**config.mk**
```make
export PLATFORM = sky130hd
export DESIGN_NAME = tc_timer
export DESIGN_NICKNAME = d
export VERILOG_FILES = /design/src/rtl/tc_pkg.sv /design/src/rtl/tc_timer.sv
export SDC_FILE = /design/constraint.sdc
export NUM_CORES = 1
export LEC_CHECK = 0
export BUFFER_PORTS_ARGS = -buffer_cell sky130_fd_sc_hd__buf_2
export CORE_MARGIN = 2
export CORE_UTILIZATION = 42
export DETAILED_ROUTE_END_ITERATION = 7
export GPL_TIMING_DRIVEN = 0
export PLACE_DENSITY = 0.64
export SETUP_SLACK_MARGIN = 0.05
export SYNTH_ARGS = -nofsm -noshare
export SYNTH_HDL_FRONTEND = slang
export SYNTH_SLANG_ARGS = --single-unit
```
**constraint.sdc**
```tcl
create_clock -name clk -period 3.3 [get_ports clk]
set_input_delay 0.33 -clock clk [delete_from_list [all_inputs] [get_ports clk]]
set_output_delay 0.33 -clock clk [all_outputs]
set_load 0.01 [all_outputs]
```
**src/rtl/tc_pkg.sv**
```systemverilog
// tc_pkg: shared encodings and register map for the tc_timer block
package tc_pkg;
  typedef enum logic [1:0] {IDLE, LOAD, CNT, INT} state_t;
  typedef enum logic [1:0] {MODE_ONESHOT = 2'b00, MODE_RELOAD = 2'b01} mode_t;
  localparam logic [1:0] ADDR_CTRL = 2'b00;
  localparam logic [1:0] ADDR_PRESET = 2'b01;
  localparam logic [1:0] ADDR_COUNT = 2'b10;
  localparam int EN_BIT = 0;
  localparam int MODE_LO = 1;
  localparam int MODE_HI = 2;
  localparam int IM_BIT = 3;
endpackage

```
**src/rtl/tc_timer.sv**
```systemverilog
// tc_timer: memory-mapped down-counting timer with one-shot or auto-reload interrupt
module tc_timer
  import tc_pkg::*;
(
  input  logic        clk,
  input  logic        reset,
  input  logic [31:2] addr,
  input  logic        we,
  input  logic [31:0] din,
  output logic [31:0] dout,
  output logic        irq
);
  state_t state, state_n;
  logic [3:0] ctrl;
  logic [31:0] preset, count, count_n;
  logic irq_flag, flag_n, en_clr, en, reload;
  logic [1:0] sel;
  logic unused;
  assign unused = ^{addr[31:4], din[31:4]};
  assign sel = addr[3:2];
  assign en = ctrl[EN_BIT];
  assign reload = ctrl[MODE_HI:MODE_LO] == MODE_RELOAD;
  assign irq = irq_flag & ctrl[IM_BIT];
  always_comb begin
    state_n = state;
    count_n = count;
    flag_n = irq_flag;
    en_clr = 1'b0;
    case (state)
      IDLE: if (en) begin
        state_n = LOAD;
        flag_n = 1'b0;
      end
      LOAD: begin
        count_n = preset;
        state_n = CNT;
      end
      CNT: if (!en) state_n = IDLE;
        else if (count > 32'd1) count_n = count - 32'd1;
        else begin
          count_n = '0;
          flag_n = 1'b1;
          state_n = INT;
        end
      default: begin
        state_n = IDLE;
        flag_n = reload ? 1'b0 : irq_flag;
        en_clr = !reload;
      end
    endcase
  end
  // a CTRL bus write in the INT cycle takes precedence over the one-shot EN clear
  always_ff @(posedge clk) begin
    if (reset) begin
      state <= IDLE;
      ctrl <= '0;
      preset <= '0;
      count <= '0;
      irq_flag <= 1'b0;
    end else begin
      state <= state_n;
      count <= count_n;
      irq_flag <= flag_n;
      if (we && sel == ADDR_CTRL) ctrl <= din[3:0];
      else if (en_clr) ctrl[EN_BIT] <= 1'b0;
      if (we && sel == ADDR_PRESET) preset <= din;
    end
  end
  always_comb
    dout = (sel == ADDR_CTRL) ? {28'd0, ctrl} :
           (sel == ADDR_PRESET) ? preset :
           (sel == ADDR_COUNT) ? count : '0;
endmodule

```
Word-level counts from Yosys, hierarchy flattened. Cells that the tools add are included.

Bits in registers: 71. Input port bits: 65. Word-level logic and storage cells: 49. Output and inout bits: 33.

Order comparisons: 1. Add/subtract/negate cells: 1. Equality and inequality tests: 9. Multiplexer cells: 18. Bitwise gates (word level): 2. Reductions and logical operators: 12.

Operators by type and width (number): two-way mux 32 bit (5); one-hot mux 32 bit (2 select lines) (1); > comparator 32 x 1 -> 1 bit, second input constant (1); subtractor 32 x 1 -> 32 bit, second input constant (1); two-way mux 1 bit (7); == test 2 x 1 -> 1 bit, second input constant (3); two-way mux 2 bit (3); != test 2 bit, second input constant (3); one-hot mux 2 bit (3 select lines) (1); AND reduction 5 bit (1); == test 2 bit, second input constant (2); zero test 2 bit (2); AND reduction 2 bit (2); nonzero test 2 bit (2); != test 3 bit, second input constant (1); one-hot mux 1 bit (3 select lines) (1); nonzero test 3 bit (1); OR reduction 3 bit (1); logical AND 1 bit (2); AND 1 bit (1); zero test 1 bit (1); inverter 1 bit (1).

Logic depth before layout (Yosys ltp). Gate-level depths: netlist of run 1.

Depth after elaboration: 5. Gate-level depth with buffers: 10. Gate-level depth less buffers: 7.

Least setup slack after synthesis of run 1. No wires, ideal clock.

Path kind: register -> register. Start: register count[10]. End: register count[19]. Setup slack: 0.678 ns. Library setup time: 0.117 ns. Arrival: 2.504 ns. Required time: 3.183 ns. Buffers on the path: 4. Cell stages (with the launch flop): 10. Clock period less this slack: 2.622 ns. Cell sequence: dfxtp_1 buf_6 or4_4 buf_6 or4_4 buf_6 o31a_1 buf_6 a32o_1 a32o_1.

Cells in the longest elaborated chain, start to end: 4. Elaborated cells between the ends (all ways): 5. Those cells by class: 1 x add/sub; 1 x order compare; 3 x mux.

Ends and longest elaborated chain: from (decl) (RTL line tc_timer.sv:15) `logic [31:0] preset, count, count_n;`; from (signal assigned) (RTL line tc_timer.sv:62) `count <= count_n;`; subtractor 32 x 1 -> 32 bit / > comparator 32 x 1 -> 1 bit (equally long branches) (RTL line tc_timer.sv:39) `else if (count > 32'd1) count_n = count - 32'd1;`; two-way mux 32 bit * (RTL line tc_timer.sv:39); two-way mux 32 bit * (RTL line tc_timer.sv:38) `CNT: if (!en) state_n = IDLE;`; one-hot mux 32 bit (2 select lines) * (RTL line tc_timer.sv:29) `case (state)`.

Every way passes the cells marked *; elsewhere a longest branch is shown, timed or not. The select of a mux whose other input is x is not followed. A chain may end at the register's enable or synchronous reset.

Final worst setup path of run 1.
Start: register count[7]. End: register count[16].

Same word-level chain as after synthesis.

==> results of run 1 <==
power groups by stage:
stage | logic (mW) | clock network (mW) | registers [mW]
global route | 0.252 | 0.767 | 0.893
CTS | 0.226 | 0.732 | 0.891
floorplan | 0.143 | 0 | 0.905
detailed placement | 0.225 | 0 | 0.911
finish | 0.231 | 0.728 | 0.891
global placement | 0.222 | 0 | 0.910
cell families (layout without fill, tap and decap cells):
kind of cell	count (synthesis)	after routing	share of synthesized area (%)
simple gates	220	220	27.0
compound gates	169	169	28.5
flops	71	71	35.3
buf+inv	56	139	6.15
mux	10	10	2.48
fa+ha+maj	2	2	0.621
worst max path at each step:
stage | start | endpoint | slack, ps | cells past startpoint
final | count[7] | count[16] | 260 | 8
after global routing | count[7] | count[16] | 60 | 8
after CTS | count[7] | count[16] | 300 | 8
after detailed placement | count[7] | count[16] | 310 | 8
after global placement | count[7] | count[16] | 300 | 8
after floorplan | count[10] | count[19] | 680 | 9
tightest hold or removal path, stage by stage:
cell and delay [ps]:
buf_2 90, nand2_1 40, a21oi_1 50
cell type report:
class | instances | area, um2
clock inverters | 5 | 57.6
inverters | 6 | 22.5
fillers | 990 | 4560
plain buffers | 50 | 225
clock buffers | 11 | 141
flip-flops and latches | 71 | 1420
well taps | 129 | 161
repair buffers | 67 | 335
multi-input cells | 401 | 2360
registers in the layout, summed over array words and instances, names as in the netlist:
signal,count
preset,32
state,2
count,32
ctrl,4
irq_flag,1
per-stage QoR:
step	utilization, %	power, mW	worst slack (ps)	hold WS (ps)
3_5_place_dp	48.7	1.14	314	467
3_3_place_gp	48.7	1.13	296	461
2_1_floorplan	-	1.05	678	445
6_report	50.9	1.85	255	196
4_1_cts	50.9	1.85	302	189
5_1_grt	50.9	1.91	58.9	198
cells in the final DEF (no fill, tap or decap), drive strengths merged, types with 10 or more instances in the layout:
cell	synthesis	final
a22o	28	28
a31oi	18	18
o21ai	20	20
buf	8	75
a21oi	52	52
clkbuf	42	53
nand3	24	24
nand2	96	96
dfxtp	71	71
nor3	16	16
mux2i	10	10
nor2	21	21
routing by layer:
layer	vias to the layer above	track usage [%]	share of wire [%]
met5	-	0	0
met4	0	10.2	2.6
met3	31	5.95	8.0
met2	198	44.3	46
met1	2088	37.8	44
li1	2113	-	-
==> out/results.ini, run 1 <==
[logic_synthesis]
synth_top_area_share_pct=35.3
synth_cells=528
synth_nets=595
yosysWarnings=0
ys.flop_type=dfxtp_1
yosysTopAreaCell=dfxtp_1
synthesis.area_mm2=0.00403
ys_seq_area_share_pct=35.3
yosysUniqueCellTypes=58
ys_ff_latch=71
synthTopCellsByCount=nand2_1 (96), dfxtp_1 (71), a21oi_1 (52), clkbuf_1 (42), a22o_1 (28)
async_flop_share_pct=0
avgSynthCellArea_um2=7.63
synth_area_leaders=dfxtp_1 (35%), nand2_1 (8.9%), a21oi_1 (6.5%)
yosys.cell_count.top_type=nand2_1
synth-edff-count=0

[status]
status=finished, final reports clean

[power_and_ir_drop]
seq_power_share_pct=48.2
clock_power_share_pct=39.3
p_per_area_mw_per_mm2=392
intPower_mw=1.32
power_switching_uw=528
max-vdd-ir-drop_uv=187
p_comb_share_pct=12.5
sw_frac_of_total_pct=28.5
p_leak_nw=1.83

[cells_and_area]
layout.cells.non_filler=740
layout-drive-gt1-share_pct=15.4
nets=673
diodes=0
areaGrowthSynthToFinish_pct=17.3
fin_area_mm2=0.00472

[detailed_routing]
drtAntennaViolNets=0
vias=4430
avgRoutedWirePerCell_um=19.1
drtIter0Drc=310
first_pass_iters=5
drt-total-wl_um=14100
drc_errors=0
drt-vias-per-instance=5.99

[min_path]
min_from=din[23]
min_to=preset[23]
hold_class=primary input to register
hold_depth=3

[timing]
finalHoldViolCount=0
fmax_ghz=0.328
fin_skew_ps=7.18
finalSetupTns_ps=0
rsz0062_at_grt=false
fin_crit_ps=3040
worst_pin_slew_ps=1180
maxSlewHeadroom_pct=20.9
drv_slew=0
fin_crit_sh_pct=92.3
setup_viol=0

[cts]
cts_resized=0
h-tree-depth=3
clk_root_buffer_cell=clkbuf_8
numCtsBuffers=9
hold_buffers=0
cts.sinks=71
cts_tree=yes
clk_latency_ps=360
path_clk_slew_ps=80
cts_buffer_depth=2
postCtsSetupBuffers=0

[global_route]
grt_max_degree=13
grt_pass1_vias=4073
antenna_found_initial=0
grt_pass1_wl_um=22000
track_usage_pct=28.0
grt_overflow=0

[setup_path]
cpMostUsedCell=clkbuf_1
cp.arrival_ps=3270
r2r_cells=8
path_delay_family=compound AO/OA/AOI/OAI gates
crit_slowest_cell=nor4_1
critPathCaptureType=register
r2r_slack_ps=260
crit_type=register to register
required_ps=3520
crit_fanout=10
r2r-start=count[7]
start_kind=register
max_stage_delay_ps=870
r2r-end=count[16]
cp_cell_sequence=clkbuf_1 > nor4_1 > o2111ai_1 > o31a_1 > buf_6 > clkbuf_1 > o211ai_1 > a31oi_1
cp.buffers_inverters=3

[floorplan]
core_mm2=0.00928
dieWidth_um=102
die_h_um=102
num_io_pins=98
die-area_mm2=0.0104
initial_core_util_pct=43.4
rows=35

[flow_run]
drv_cap=0

[placed_design]
dp_hpwl_um=9980
portBuffers=67
gp_congestion=0.982
post-place-cells=724
placed_cell_area_mm2=0.00453

No activity file was read; power rests on OpenSTA's default activity.
==> run 2, diff against run 1 <==
--- a/config.mk
+++ b/config.mk
@@ -11,7 +11,7 @@
 export DETAILED_ROUTE_END_ITERATION = 7
 export GPL_TIMING_DRIVEN = 0
 export PLACE_DENSITY = 0.64
-export SETUP_SLACK_MARGIN = 0.05
+export SETUP_SLACK_MARGIN = 0.5
 export SYNTH_ARGS = -nofsm -noshare
 export SYNTH_HDL_FRONTEND = slang
 export SYNTH_SLANG_ARGS = --single-unit
==> run 2 against run 1 <==
Net effect: flip-flop and latch count unchanged; via count increased by 0.43%; register-to-register slack improved by 270 ps; non-clock buffer count increased by 8; final cell count increased by 1.1%; count of clock-buffer cells in the layout unchanged; largest cell class unchanged; largest power group unchanged.
==> out/results.ini, run 2 (synthesized netlist as in run 1, its figures left out) <==
[timing]
setup_slack_ps=529  ; +273 ps
fin_crit_ps=2770  ; -273 ps
worst_pin_slew_ps=869  ; -307 ps
fin_crit_sh_pct=84.0  ; -8.3 points
maxSlewHeadroom_pct=41.9  ; +21 points
rsz0062_at_grt=true
setup_viol=0  ; unchanged
drv_slew=0  ; unchanged
timing.hold.ws_ps=192  ; -4.64 ps
fmax_ghz=0.361  ; +9.9%
fin_skew_ps=8.07  ; +0.885 ps
finalHoldViolCount=0  ; unchanged
finalSetupTns_ps=0  ; unchanged

[global_route]
grt_pass1_wl_um=22000  ; about the same
track_usage_pct=28.0  ; unchanged
grt_max_degree=13  ; unchanged
grt_pass1_vias=4062  ; -0.27%
antenna_found_initial=0  ; unchanged
grt_overflow=0  ; unchanged

[power_and_ir_drop]
p_per_area_mw_per_mm2=386  ; -1.5%
p_total_mw=1.86  ; +0.69%
max-vdd-ir-drop_uv=191  ; +2.1%
p_leak_nw=1.90  ; +3.8%

[detailed_routing]
drt-vias-per-instance=5.95  ; -0.65%
drtAntennaViolNets=0  ; unchanged
drc_errors=0  ; unchanged
first_pass_iters=4  ; -1
vias=4449  ; +0.43%
avgRoutedWirePerCell_um=19.2  ; +0.55%
drt-total-wl_um=14300  ; +1.6%
drtIter0Drc=331  ; +6.8%

[floorplan]
rows=35  ; unchanged
num_io_pins=98  ; unchanged
core_mm2=0.00928  ; unchanged
dieWidth_um=102  ; unchanged
initial_core_util_pct=43.4  ; unchanged
die_h_um=102  ; unchanged
die-area_mm2=0.0104  ; unchanged

[setup_path]
crit_fanout=8  ; -2
crit_cells=9  ; +1
cp_cell_sequence=or4_4 > buf_6 > or4_4 > buf_8 > o31ai_4 > buf_6 > buf_4 > o22a_1 > nor2_1
path_delay_family=simple AND/OR/NAND/NOR gates
max_stage_delay_ps=560  ; -310 ps
critPathCaptureType=register
cp.arrival_ps=3000  ; -270 ps
start_kind=register
crit_slowest_cell=or4_4
crit_type=register to register
required_ps=3530  ; about the same
cp.buffers_inverters=4  ; +1
r2r_cells=9  ; +1

[placed_design]
portBuffers=67  ; unchanged
place_ws_ps=314  ; unchanged
placed_cell_area_mm2=0.00453  ; unchanged
gp_congestion=0.982  ; unchanged
dp_hpwl_um=9980  ; unchanged
post-place-cells=724  ; unchanged

[cells_and_area]
utilization_pct=52.0  ; +1.1 points
layout-drive-gt1-share_pct=17.9  ; +2.5 points
nets=681  ; +1.2%
layout.cells.non_filler=748  ; +1.1%
diodes=0  ; unchanged
fin_area_mm2=0.00483  ; +2.2%
final_common_cell=nand2_1
top_regs=count x32, preset x32, ctrl x4
areaGrowthSynthToFinish_pct=19.8
final_cell_mix=nand2_1 (96), dfxtp_1 (71), buf_2 (68)

[cts]
cts.sinks=71  ; unchanged
path_clk_slew_ps=80  ; about the same
numCtsBuffers=9  ; unchanged
h-tree-depth=3  ; unchanged
clk_latency_ps=370  ; about the same
cts_buffer_depth=2  ; unchanged
cts_tree=yes
clk_root_buffer_cell=clkbuf_8

[status]
status=finished, final reports clean

[min_path]
hold_class=primary input to register
hold_depth=3  ; unchanged

[flow_run]
drv_cap=0  ; unchanged

==> run 2: path summary, 6_finish.rpt <==
path / from / endpoint / slack (ps)
setup / recovery: count[9] / count[10] / 530
hold / removal: din[31] / preset[31] / 190
setup reg to reg: count[9] / count[10] / 530
hold reg to reg: preset[16] / preset[16] / 480
==> run 2: what timing repair did <==
item | 4_1_cts | 5_1_grt
resized for setup | 4 | 15
hold buffers | 0 | 0
setup buffers | 0 | 7
setup endpoints to repair | 22 | 29
pin swaps | 1 | 4
gates cloned | 0 | 1
==> run 2: worst register-to-register path, stage by stage, from the launching register on <==
cell,delay (ps)
dfxtp_1,390
or4_4,560
buf_6,150
or4_4,510
buf_8,150
o31ai_4,360
buf_6,200
buf_4,140
o22a_1,140
nor2_1,40
==> run 2: layout make-up <==
class / instances / area, um2
plain buffers: 50 / 246
clock buffers: 11 / 141
clock inverters: 5 / 57.6
fillers: 983 / 4460
inverters: 6 / 22.5
multi-input cells: 401 / 2380
flip-flops and latches: 71 / 1420
well taps: 129 / 161
repair buffers: 75 / 393
==> run 2: power by group <==
part           switching [mW]  leakage, nW  internal (mW)  total [mW]
Sequential             0.0169        0.575          0.874       0.891
Clock                   0.363       0.0916          0.369       0.731
Combinational           0.153         1.23         0.0868       0.240
==> run 2: per-layer routing <==
metal | vias to the layer above | track usage (%) | wire length [um]
met3 | 33 | 5.88 | 1280
met2 | 208 | 44.2 | 6530
li1 | 2131 | - | -
met5 | - | 0 | 0
met4 | 0 | 10.8 | 398
met1 | 2077 | 37.6 | 6140
